`src/rtl/elevator_call_scheduler.sv`:
```
// Three-floor elevator call scheduler: button capture, sweep-ordered target selection, dispatch handshake.
// Define ELEVATOR_DOOR_DWELL_EN to hold doors open for DWELL_CYCLES; otherwise ARRIVED lasts one cycle.
module elevator_call_scheduler #(
    parameter int unsigned DWELL_CYCLES     = 1000,
    parameter int unsigned DISPATCH_TIMEOUT = 15
) (
    input  logic       clk,
    input  logic       reset,
    input  logic [2:0] btn,
    input  logic [2:0] f,
    input  logic       mup,
    input  logic       mdw,
    output logic [2:0] p,
    output logic       s,
    output logic [2:0] pend,
    output logic       door_open,
    output logic       dir_up,
    output logic       fault
);

    localparam int unsigned DCW = (DISPATCH_TIMEOUT > 1) ? $clog2(DISPATCH_TIMEOUT) : 1;

    if (DWELL_CYCLES < 1 || DISPATCH_TIMEOUT < 1) begin : g_param_check
        $error("elevator_call_scheduler: DWELL_CYCLES and DISPATCH_TIMEOUT must be >= 1");
    end

    typedef enum logic [2:0] {
        S_IDLE,
        S_DISPATCH,
        S_MOVING,
        S_ARRIVED,
        S_FAULT
    } state_t;

    state_t           state, next;
    logic [2:0]       btn_s1, btn_s2, btn_d;
    logic [1:0]       cur_floor, target;
    logic [DCW-1:0]   dcnt;
    logic             rst_hold;

    logic             f_multi, f_hit, arrive;
    logic [1:0]       f_num, up_sel, down_sel, sel_floor;
    logic             sel_dir;
    logic [2:0]       btn_rise, set_mask, clr_mask, pend_next;

    function automatic logic [2:0] floor_oh(input logic [1:0] fl);
        case (fl)
            2'd1:    return 3'b001;
            2'd2:    return 3'b010;
            2'd3:    return 3'b100;
            default: return 3'b000;
        endcase
    endfunction

    always_comb begin
        f_multi = (f[0] & f[1]) | (f[0] & f[2]) | (f[1] & f[2]);
        case (f)
            3'b001:  f_num = 2'd1;
            3'b010:  f_num = 2'd2;
            3'b100:  f_num = 2'd3;
            default: f_num = 2'd0;
        endcase
        f_hit = |(f & floor_oh(target));
    end

    // Later assignments win, so each search ends on the pending floor closest to cur_floor.
    always_comb begin
        up_sel   = '0;
        down_sel = '0;
        if (cur_floor < 2'd3 && pend[2]) up_sel = 2'd3;
        if (cur_floor < 2'd2 && pend[1]) up_sel = 2'd2;
        if (cur_floor > 2'd1 && pend[0]) down_sel = 2'd1;
        if (cur_floor > 2'd2 && pend[1]) down_sel = 2'd2;

        sel_floor = '0;
        sel_dir   = dir_up;
        if (|(pend & floor_oh(cur_floor))) begin
            sel_floor = cur_floor;
        end else if (dir_up) begin
            if (up_sel != 2'd0) begin
                sel_floor = up_sel;
            end else if (down_sel != 2'd0) begin
                sel_floor = down_sel;
                sel_dir   = 1'b0;
            end
        end else begin
            if (down_sel != 2'd0) begin
                sel_floor = down_sel;
            end else if (up_sel != 2'd0) begin
                sel_floor = up_sel;
                sel_dir   = 1'b1;
            end
        end
    end

`ifdef ELEVATOR_DOOR_DWELL_EN
    logic [15:0] wcnt;
    logic        dwell_done;

    assign dwell_done = (wcnt == 16'(DWELL_CYCLES - 1));

    always_ff @(posedge clk) begin
        if (!reset) begin
            wcnt <= '0;
        end else if (state == S_ARRIVED && next == S_ARRIVED) begin
            wcnt <= wcnt + 16'd1;
        end else begin
            wcnt <= '0;
        end
    end
`else
    logic dwell_done;

    assign dwell_done = 1'b1;
`endif

    always_comb begin
        next   = state;
        arrive = 1'b0;
        case (state)
            S_IDLE: begin
                if (|pend && cur_floor != 2'd0) next = S_DISPATCH;
            end
            S_DISPATCH: begin
                if (f_hit) begin
                    next   = S_ARRIVED;
                    arrive = 1'b1;
                end else if (mup | mdw) begin
                    next = S_MOVING;
                end else if (dcnt == DCW'(DISPATCH_TIMEOUT - 1)) begin
                    next = S_IDLE;
                end
            end
            S_MOVING: begin
                if (f_hit && !mup && !mdw) begin
                    next   = S_ARRIVED;
                    arrive = 1'b1;
                end
            end
            S_ARRIVED: begin
                if (dwell_done) next = S_IDLE;
            end
            default: next = S_FAULT;
        endcase
        if (f_multi) begin
            next   = S_FAULT;
            arrive = 1'b0;
        end
    end

    // Clearing the target on arrival takes priority over a same-edge press of that floor.
    always_comb begin
        btn_rise = btn_s2 & ~btn_d;
        set_mask = btn_rise;
        if (state == S_IDLE || state == S_ARRIVED) set_mask = btn_rise & ~floor_oh(cur_floor);
        clr_mask = arrive ? floor_oh(target) : 3'b000;
        if (state == S_FAULT || f_multi) begin
            pend_next = pend;
        end else begin
            pend_next = (pend | set_mask) & ~clr_mask;
        end
    end

    always_ff @(posedge clk) begin
        if (!reset) begin
            state     <= S_IDLE;
            btn_s1    <= '0;
            btn_s2    <= '0;
            btn_d     <= '0;
            cur_floor <= '0;
            target    <= '0;
            dir_up    <= 1'b1;
            pend      <= '0;
            dcnt      <= '0;
            rst_hold  <= 1'b1;
        end else begin
            state    <= next;
            rst_hold <= 1'b0;
            btn_s1   <= btn;
            btn_s2   <= btn_s1;
            btn_d    <= btn_s2;
            pend     <= pend_next;
            if (f_num != 2'd0) cur_floor <= f_num;
            if (state == S_IDLE && next == S_DISPATCH) begin
                target <= sel_floor;
                dir_up <= sel_dir;
            end
            if (state == S_DISPATCH && next == S_DISPATCH) begin
                dcnt <= dcnt + DCW'(1);
            end else begin
                dcnt <= '0;
            end
        end
    end

    always_comb begin
        p         = (state == S_DISPATCH) ? floor_oh(target) : 3'b000;
        s         = rst_hold || state == S_ARRIVED || state == S_FAULT;
        door_open = (state == S_ARRIVED);
        fault     = (state == S_FAULT);
    end

endmodule

```
`config.mk`:
```
export PLATFORM = sky130hd
export DESIGN_NAME = elevator_call_scheduler
export DESIGN_NICKNAME = d
export VERILOG_FILES = /design/src/rtl/elevator_call_scheduler.sv
export SDC_FILE = /design/constraint.sdc
export NUM_CORES = 1
export LEC_CHECK = 0
export ABC_AREA = 1
export CORE_MARGIN = 3
export CORE_UTILIZATION = 48
export DETAILED_ROUTE_END_ITERATION = 8
export PLACE_DENSITY = 0.83
export REMOVE_ABC_BUFFERS = 1
export SYNTH_ARGS = -nofsm -noshare
export SYNTH_HDL_FRONTEND = slang
export SYNTH_SLANG_ARGS = --single-unit
```
`constraint.sdc`:
```
create_clock -name clk -period 1.3 [get_ports clk]
set_input_delay 0.13 -clock clk [delete_from_list [all_inputs] [get_ports clk]]
set_output_delay 0.13 -clock clk [all_outputs]
set_load 0.02 [all_outputs]
```
**Yosys cells after proc, flatten, opt, wreduce, memory -nomap -nowiden**

Index checks and enable logic that the tools add are counted.

- Input bits: 10
- Bits in registers: 25
- Logic and storage cells: 105
- Output and inout port bits: 10

- $add $sub $neg: 1
- Multiplexer cells: 34
- Bitwise logic cells: 16
- Reductions and logical operators: 25
- Eq/ne operators: 15
- $lt $le $gt $ge: 4

Operators with widths:

| operator | count |
|---|---|
| $mux 3 | 10 |
| $mux 2 | 9 |
| $pmux 3 s3 | 2 |
| $and 3x3->3 | 5 |
| $pmux 3 s4 | 1 |
| $mux 1 | 10 |
| $eq 3x1->1 const B | 3 |
| $eq 3x2->1 const B | 3 |
| $logic_and 1x1->1 | 9 |
| $not 3->3 | 3 |
| $reduce_or 3->1 | 3 |
| $eq 2x2->1 const B | 4 |
| $reduce_bool 2->1 | 4 |
| $eq 3x3->1 const B | 2 |
| $pmux 2 s3 | 1 |
| $add 4x1->4 const B | 1 |
| $eq 2x1->1 const B | 2 |
| $eq 4x4->1 const B | 1 |
| $logic_or 1x1->1 | 4 |
| $lt 2x2->1 const B | 2 |
| $reduce_and 2->1 | 2 |
| $and 1x1->1 | 3 |
| $logic_not 3->1 | 1 |
| $or 1x1->1 | 3 |
| 6 further kinds | 7 |

**Longest topological paths before layout**

Gate-level depths: netlist (run 1).

- Depth after elaboration: 12
- Depth in mapped cells: 10
- Gate-level depth less buffers: 9

**Worst setup path after synthesis (run 1)**

Ideal clock, no wire load.

- Path type: register -> register
- Start point: reg dcnt[0]
- End point: reg dir_up
- Path buffers: 0
- Required time: 1.171 ns
- Stages on the path, launching flop included: 10
- Slack: -0.029 ns
- Arrival time: 1.200 ns
- Period minus slack after synthesis: 1.329 ns
- Library setup time: 0.129 ns
- Path through: dfxtp_1 -> inv_1 -> ha_1 -> and3_1 -> nor2_2 -> nor2_4 -> nand2_8 -> nand3_1 -> nand2_1 -> nand3_1

- Longest elaborated chain between the ends: 9

Ends and longest elaborated chain:

| what | RTL line | source |
|---|---|---|
| from (decl) | 38 | `logic [DCW-1:0] dcnt;` |
| from (signal assigned) | 189 | `dcnt <= dcnt + DCW'(1);` |
| $eq 4x4->1 | 130 | `end else if (dcnt == DCW'(DISPATCH_TIMEOUT - 1)) begin` |
| $mux 3 | 130 |  |
| $mux 3 | 128 | `end else if (mup \| mdw) begin` |
| $mux 3 | 125 | `if (f_hit) begin` |
| $pmux 3 s4 | 120 | `case (state)` |
| $mux 3 | 145 | `if (f_multi) begin` |
| $eq 3x1->1 | 184 | `if (state == S_IDLE && next == S_DISPATCH) begin` |
| $logic_and 1x1->1 | 184 |  |
| $reduce_and 2->1 (no source line) | -- |  |
| to (signal assigned) | 186 | `dir_up <= sel_dir;` |
| to (decl) | 17 | `output logic dir_up,` |

Every way passes these cells.
A chain may end at the register's enable or synchronous reset.

**Worst setup path in the final report (run 1)**

- Start point: reg state[0]
- End point: out p[2]

- Longest elaborated chain between the ends: 2

Ends and longest elaborated chain:

| what | RTL line | source |
|---|---|---|
| from (decl) | 35 | `state_t state, next;` |
| from (signal assigned) | 177 | `state <= next;` |
| $eq 3x1->1 | 197 | `p = (state == S_DISPATCH) ? floor_oh(target) : 3'b000;` |
| $mux 3 | 197 |  |
| to (decl) | 13 | `output logic [2:0] p,` |

Every way passes these cells.

==> results.sh, run 1 <==
export IMPL_insertion_delay_ps=340
export IMPL_grt_overflow=0
export IMPL_reg2reg_from="state[0]"
export IMPL_critPathBufInv=3
export IMPL_drt_wl_total_um=3660
export IMPL_cp_slowest_cell="dfxtp_4"
export IMPL_rows=18
export IMPL_start_util_pct=53.0
export IMPL_final_util_pct=75.6
export IMPL_final_area_um2=1960
export IMPL_ys_seq_area_share_pct=36.5
export IMPL_cap_violations=0
export IMPL_antenna_found_initial=0
export IMPL_synth_xor_area_share_pct=1.28
export IMPL_core_area_um2=2590
export IMPL_wire_per_inst_um=13.8
export IMPL_n_antenna_cell=0
export IMPL_drive_gt1_share_pct=45.3
export IMPL_dieWidth_um=59.5
export IMPL_setup_violations=14
export IMPL_grt_pass1_vias=1357
export IMPL_cts_buffer_depth=2
export IMPL_ir_drop_v=0.000788
export IMPL_clock_sinks=25
export IMPL_wl_met1_um=1500
export IMPL_skew_ps=11.7
export IMPL_clock_root_buffer="clkbuf_4"
export IMPL_antenna_left=0
export IMPL_synth_seq_cells=25
export IMPL_arrival_ps=1340
export IMPL_synth_distinct_cells=32
export IMPL_h_tree_depth=1
export IMPL_wl_met3_um=271
export IMPL_top_layer="met4"
export IMPL_hp_class="input port to flip-flop"
export IMPL_fin_crit_ps=1470
export IMPL_numCtsBuffers=3
export IMPL_rsz0062_at_grt="true"
export IMPL_dp_cells=258
export IMPL_ioPinCount=20
export IMPL_cts_hold_buf=0
export IMPL_cts_tree="done"
export IMPL_worst_slew_pin_slew_ps=320
export IMPL_grt_max_degree=17
export IMPL_synthToLayoutAreaGrowth_pct=42.7
export IMPL_leakagePower_nw=0.935
export IMPL_post_route_period_util_pct=113
export IMPL_ff2ff_setup_slack_ps=-160
export IMPL_clk_pin_slew_ps=150
export IMPL_io_buffers=19
export IMPL_slowest_delay_ps=410
export IMPL_end_kind="output port"
export IMPL_multi_input_area_um2=823
export IMPL_track_usage_pct=22.2
export IMPL_first_iter_violations=54
export IMPL_path_cells="inv_4, nor2_4, nand2_4, buf_6, nor2_4, buf_6"
export IMPL_clock_fmax_mhz=680
export IMPL_fin_nets=249
export IMPL_place_hpwl_um=2230
export IMPL_whs_endpoint="btn_s1[2]"
export IMPL_drt_pass1_iterations=4
export IMPL_nFillCells=157
export IMPL_relSlewSlack_pct=78.6
export IMPL_hold_viol=0
export IMPL_synth_ff_type="dfxtp_1"
export IMPL_synth_simple_gate_area_share_pct=40.8
export IMPL_die_area_um2=3540
export IMPL_drc_errors=0
export IMPL_startpoint_type="flip-flop"
export IMPL_synth_edff_count=0
export IMPL_status="finished with violations"
export IMPL_final_cell_mix="nand2_1 (36), buf_4 (30), inv_1 (24), dfxtp_1 (15), nor2_1 (13)"
export IMPL_viasPerCell=5.07
export IMPL_slew_violations=0
export IMPL_crit_family="flip-flops"
export IMPL_regArea_um2=528
export IMPL_path_class="flip-flop to output port"
export IMPL_chipHeight_um=59.5
export IMPL_place_area_um2=1760
export IMPL_synth_area_mux_share_pct=0
export IMPL_stdcell_count=266
export IMPL_min_path_cells=3
export IMPL_syn_inst=188
export IMPL_r2r_end="pend[1]"
export IMPL_required_ps=1170
export IMPL_layout_commonest_cell="nand2_1"
export IMPL_vias=1349
export IMPL_cp_depth=6
export IMPL_yosysWarnings=0
export IMPL_place_congestion=0.824
export IMPL_synth_compound_area_share_pct=7.84
export IMPL_fin_ws_ps=-170
export IMPL_p_per_area_nw_per_um2=758
export IMPL_worst_path_max_fanout=4
export IMPL_synth_adder_area_share_pct=1.82
export IMPL_worstRegToRegCells=9
export IMPL_holdWs_ps=299
export IMPL_synth_top_family_by_area="simple AND/OR/NAND/NOR gates"
export IMPL_met2_length_um=1730
export IMPL_grt_pass1_wl_um=5730
export IMPL_syn_cell_area_um2=1370
export IMPL_synth_async_reset_ratio_pct=0
export IMPL_syn_avg_cell_area_um2=7.30
export IMPL_failed_checks="negative setup slack"
export IMPL_min_from="btn[2]"
[cell usage after synthesis, drive strengths merged (2+ instances only)]
cell / number / area share (%)
buf: 2 / 1.4
o21ai: 6 / 2.5
inv: 34 / 9.8
nand4: 2 / 2.0
nand3: 17 / 8.0
ha: 2 / 1.8
nand2: 46 / 15
dfxtp: 25 / 36
a21oi: 9 / 4.4
nor2: 34 / 13
nor3: 4 / 1.5
[sequential cells by signal (all words and copies together) (netlist names)]
signal and cells:
dcnt 4, state 3, btn_s1 3, pend 3
target 2, rst_hold 1, btn_s2 3, dir_up 1
cur_floor 2, btn_d 3
[layer usage]
layer  track usage, %  up-vias
met2             35.4       50
met1             23.6      603
met4             14.6        0
met3             9.59       20
met5                0        -
li1                 -      676
[report_power, final]
| part | switching [mW] | internal [mW] |
|---|---|---|
| registers | 0.0292 | 0.784 |
| logic | 0.159 | 0.124 |
| clock network | 0.262 | 0.126 |
| total | 0.450 | 1.03 |
[worst min-delay path, delay by kind of cell]
kind,cells,cell delay (ps)
simple gates,1,60
buf+inv,2,430
[what timing repair did]
action                                  in CTS  in global routing
gates resized for setup                     60                 26
pin swaps                                    4                  9
endpoints found under the setup margin      21                 21
buffers inserted                             3                  1
[how the worst max path moves through the flow]
stage | from | to | slack [ps]
final | state[0] | p[2] | -170
after global routing | state[0] | p[2] | -210
after CTS | state[0] | p[2] | -160
after detailed placement | f[1] | dir_up | -220
after global placement | target[0] | p[0] | -200
after floorplan | dcnt[0] | dir_up | -20
[through the flow]
stage | TNS [ps] | total power, mW | worst slack [ps]
after floorplan | -22.5 | 0.971 | -19.9
after global placement | -2630 | 1.08 | -198
after detailed placement | -3180 | 1.09 | -219
after CTS | -529 | 1.48 | -157
after global routing | -2200 | 1.55 | -215
final | -1390 | 1.48 | -170
[layout make-up]
type,instances,share of cell area [%]
well taps,30,1.92
clock buffers,3,1.15
clock inverters,1,0.447
inverters,35,7.22
flip-flops and latches,25,27.0
multi-input cells,125,42.0
repair buffers,47,20.3
[cell families after synthesis]
kind of cell | after synthesis
AO/OA/AOI/OAI | 17
XOR/XNOR | 2
adder cells (fa/ha/maj) | 2
buffers and inverters | 38
flip-flops | 25
AND/OR/NAND/NOR | 104
(Power assumes the default switching activity.)
==> run 2, diff against run 1 <==
--- a/config.mk
+++ b/config.mk
@@ -7,9 +7,9 @@
 export LEC_CHECK = 0
 export ABC_AREA = 1
 export CORE_MARGIN = 3
-export CORE_UTILIZATION = 48
+export CORE_UTILIZATION = 57
 export DETAILED_ROUTE_END_ITERATION = 8
-export PLACE_DENSITY = 0.83
+export PLACE_DENSITY = 0.91
 export REMOVE_ABC_BUFFERS = 1
 export SYNTH_ARGS = -nofsm -noshare
 export SYNTH_HDL_FRONTEND = slang
==> constraint.sdc (replaced) <==
create_clock -name clk -period 1.7 [get_ports clk]
set_input_delay 0.17 -clock clk [delete_from_list [all_inputs] [get_ports clk]]
set_output_delay 0.17 -clock clk [all_outputs]
set_load 0.02 [all_outputs]
==> run 2 against run 1 <==
Against the previous run: the run now ends clean; critical path depth fell by 5; clock-buffer cell count unchanged; utilization fell by 4.4 points; die area is 14% lower; critical endpoint is now pend[0]; total power decreased by 28%; final cell count down 10%; sequential share of layout area is 4.2 points higher; clock power down 29%; register-to-register slack improved by 390 ps; combinational power is 40% lower.
==> results.sh, run 2 (synthesized netlist as in run 1, its figures left out) <==
export IMPL_post_route_period_util_pct=94.6
export IMPL_core_area_um2=2250
export IMPL_power_total_mw=1.07
export IMPL_met3_usage_pct=4.02
export IMPL_start_util_pct=60.9
export IMPL_antenna_found_initial=0
export IMPL_setup_violations=0
export IMPL_hold_viol=0
export IMPL_nFillCells=180
export IMPL_final_area_um2=1610
export IMPL_end_kind="output port"
export IMPL_grt_pass1_vias=1158
export IMPL_grt_pass1_wl_um=4800
export IMPL_grt_overflow=0
export IMPL_worst_slew_pin_slew_ps=380
export IMPL_timing_setup_tns_ps=0
export IMPL_startpoint_type="flip-flop"
export IMPL_crit_family="buffers and inverters"
export IMPL_viasPerCell=5.10
export IMPL_hp_class="input port to flip-flop"
export IMPL_clock_root_buffer="clkbuf_4"
export IMPL_grt_busiest_layer="met2"
export IMPL_dp_cells=235
export IMPL_largest_register="dcnt"
export IMPL_worst_path_max_fanout=5
export IMPL_rsz0062_at_grt="false"
export IMPL_antenna_left=0
export IMPL_slew_violations=0
export IMPL_met2_usage_pct=38.8
export IMPL_grt_max_degree=16
export IMPL_regArea_um2=500
export IMPL_io_buffers=19
export IMPL_ir_drop_v=0.000645
export IMPL_clock_fmax_mhz=622
export IMPL_path_cells="clkdlybuf4s50_1"
export IMPL_relSlewSlack_pct=74.6
export IMPL_die_area_um2=3030
export IMPL_fin_crit_ps=1610
export IMPL_cp_slowest_cell="clkdlybuf4s50_1"
export IMPL_drt_wl_total_um=2840
export IMPL_arrival_ps=1440
export IMPL_ioPinCount=20
export IMPL_track_usage_pct=22.0
export IMPL_critPathBufInv=1
export IMPL_postCtsSetupBuffers=0
export IMPL_chipHeight_um=55.1
export IMPL_cts_buffer_depth=2
export IMPL_clock_sinks=25
export IMPL_drc_errors=0
export IMPL_place_congestion=0.840
export IMPL_n_antenna_cell=0
export IMPL_slowest_delay_ps=650
export IMPL_vias=1219
export IMPL_place_hpwl_um=2250
export IMPL_layout_commonest_cell="nand2_1"
export IMPL_multi_input_area_um2=711
export IMPL_drt_pass1_iterations=4
export IMPL_cts_tree="done"
export IMPL_final_cell_mix="nand2_1 (40), inv_1 (26), dfxtp_1 (25), nor2_1 (19), clkdlybuf4s50_1 (13)"
export IMPL_holdWs_ps=350
export IMPL_place_area_um2=1600
export IMPL_path_class="flip-flop to output port"
export IMPL_synthToLayoutAreaGrowth_pct=17.0
export IMPL_h_tree_depth=1
export IMPL_largest_reg_flops=4
export IMPL_first_iter_violations=26
export IMPL_grt_util_met1_pct=26.6
export IMPL_clk_pin_slew_ps=150
export IMPL_stdcell_count=239
export IMPL_required_ps=1530
export IMPL_fin_nets=224
export IMPL_rows=17
export IMPL_status="finished clean"
export IMPL_numCtsBuffers=3
export IMPL_p_per_area_nw_per_um2=668
export IMPL_cap_violations=0
export IMPL_leakagePower_nw=0.788
export IMPL_skew_ps=8.88
export IMPL_drive_gt1_share_pct=23.2
export IMPL_dieWidth_um=55.1
export IMPL_insertion_delay_ps=320
export IMPL_wire_per_inst_um=11.9
run 2: cell count changes in the layout (fill, tap and decap cells not counted), moves of 5 or more:
cell,delta
buf_4,-27
dfxtp_1,+10
dfxtp_4,-6
nor2_1,+6
nor2_4,-5
run 2: area by class of cell:
class                      count  area share (%)
clock buffer                   3            1.40
inverter                      35            8.65
sequential                    25            31.2
clock inverter                 1           0.468
tap                           28            2.18
multi-input combinational    125            44.3
timing repair buffer          22            11.8
run 2: stage by stage:
stage	utilization [%]	worst slack, ps
floorplan	-	380
global placement	70.9	145
detailed placement	70.9	104
CTS	71.9	7.76
global route	71.2	31.0
finish	71.2	92.0
run 2: worst paths after layout:
kind | slack (ps) | cells past startpoint | startpoint | end
worst max-delay path | 90 | 1 | pend[0] | pend[0]
worst min-delay path | 350 | 3 | btn[0] | btn_s1[0]
worst max register to register | 230 | 9 | dcnt[0] | target[1]
worst min register to register | 430 | 2 | btn_s1[1] | btn_s2[1]
run 2: routing by layer:
metal  share of wire, %  up-vias
met4                2.3        0
li1                   -      626
met1                 42      541
met5                  0        -
met3                5.9       10
met2                 49       42
run 2: report_power, final:
| group | total (mW) | switching, mW | internal (mW) |
|---|---|---|---|
| sequential | 0.626 | 0.0212 | 0.605 |
| clock | 0.277 | 0.187 | 0.0900 |
| combinational | 0.170 | 0.102 | 0.0683 |
| total | 1.07 | 0.309 | 0.763 |
run 2: what timing repair did:
action / CTS / global route
setup endpoints to repair: 6 / 4
hold buffers: 0 / 0
cloned: 0 / 0
endpoints found under the hold margin: 0 / 0
gates resized for setup: 6 / 8
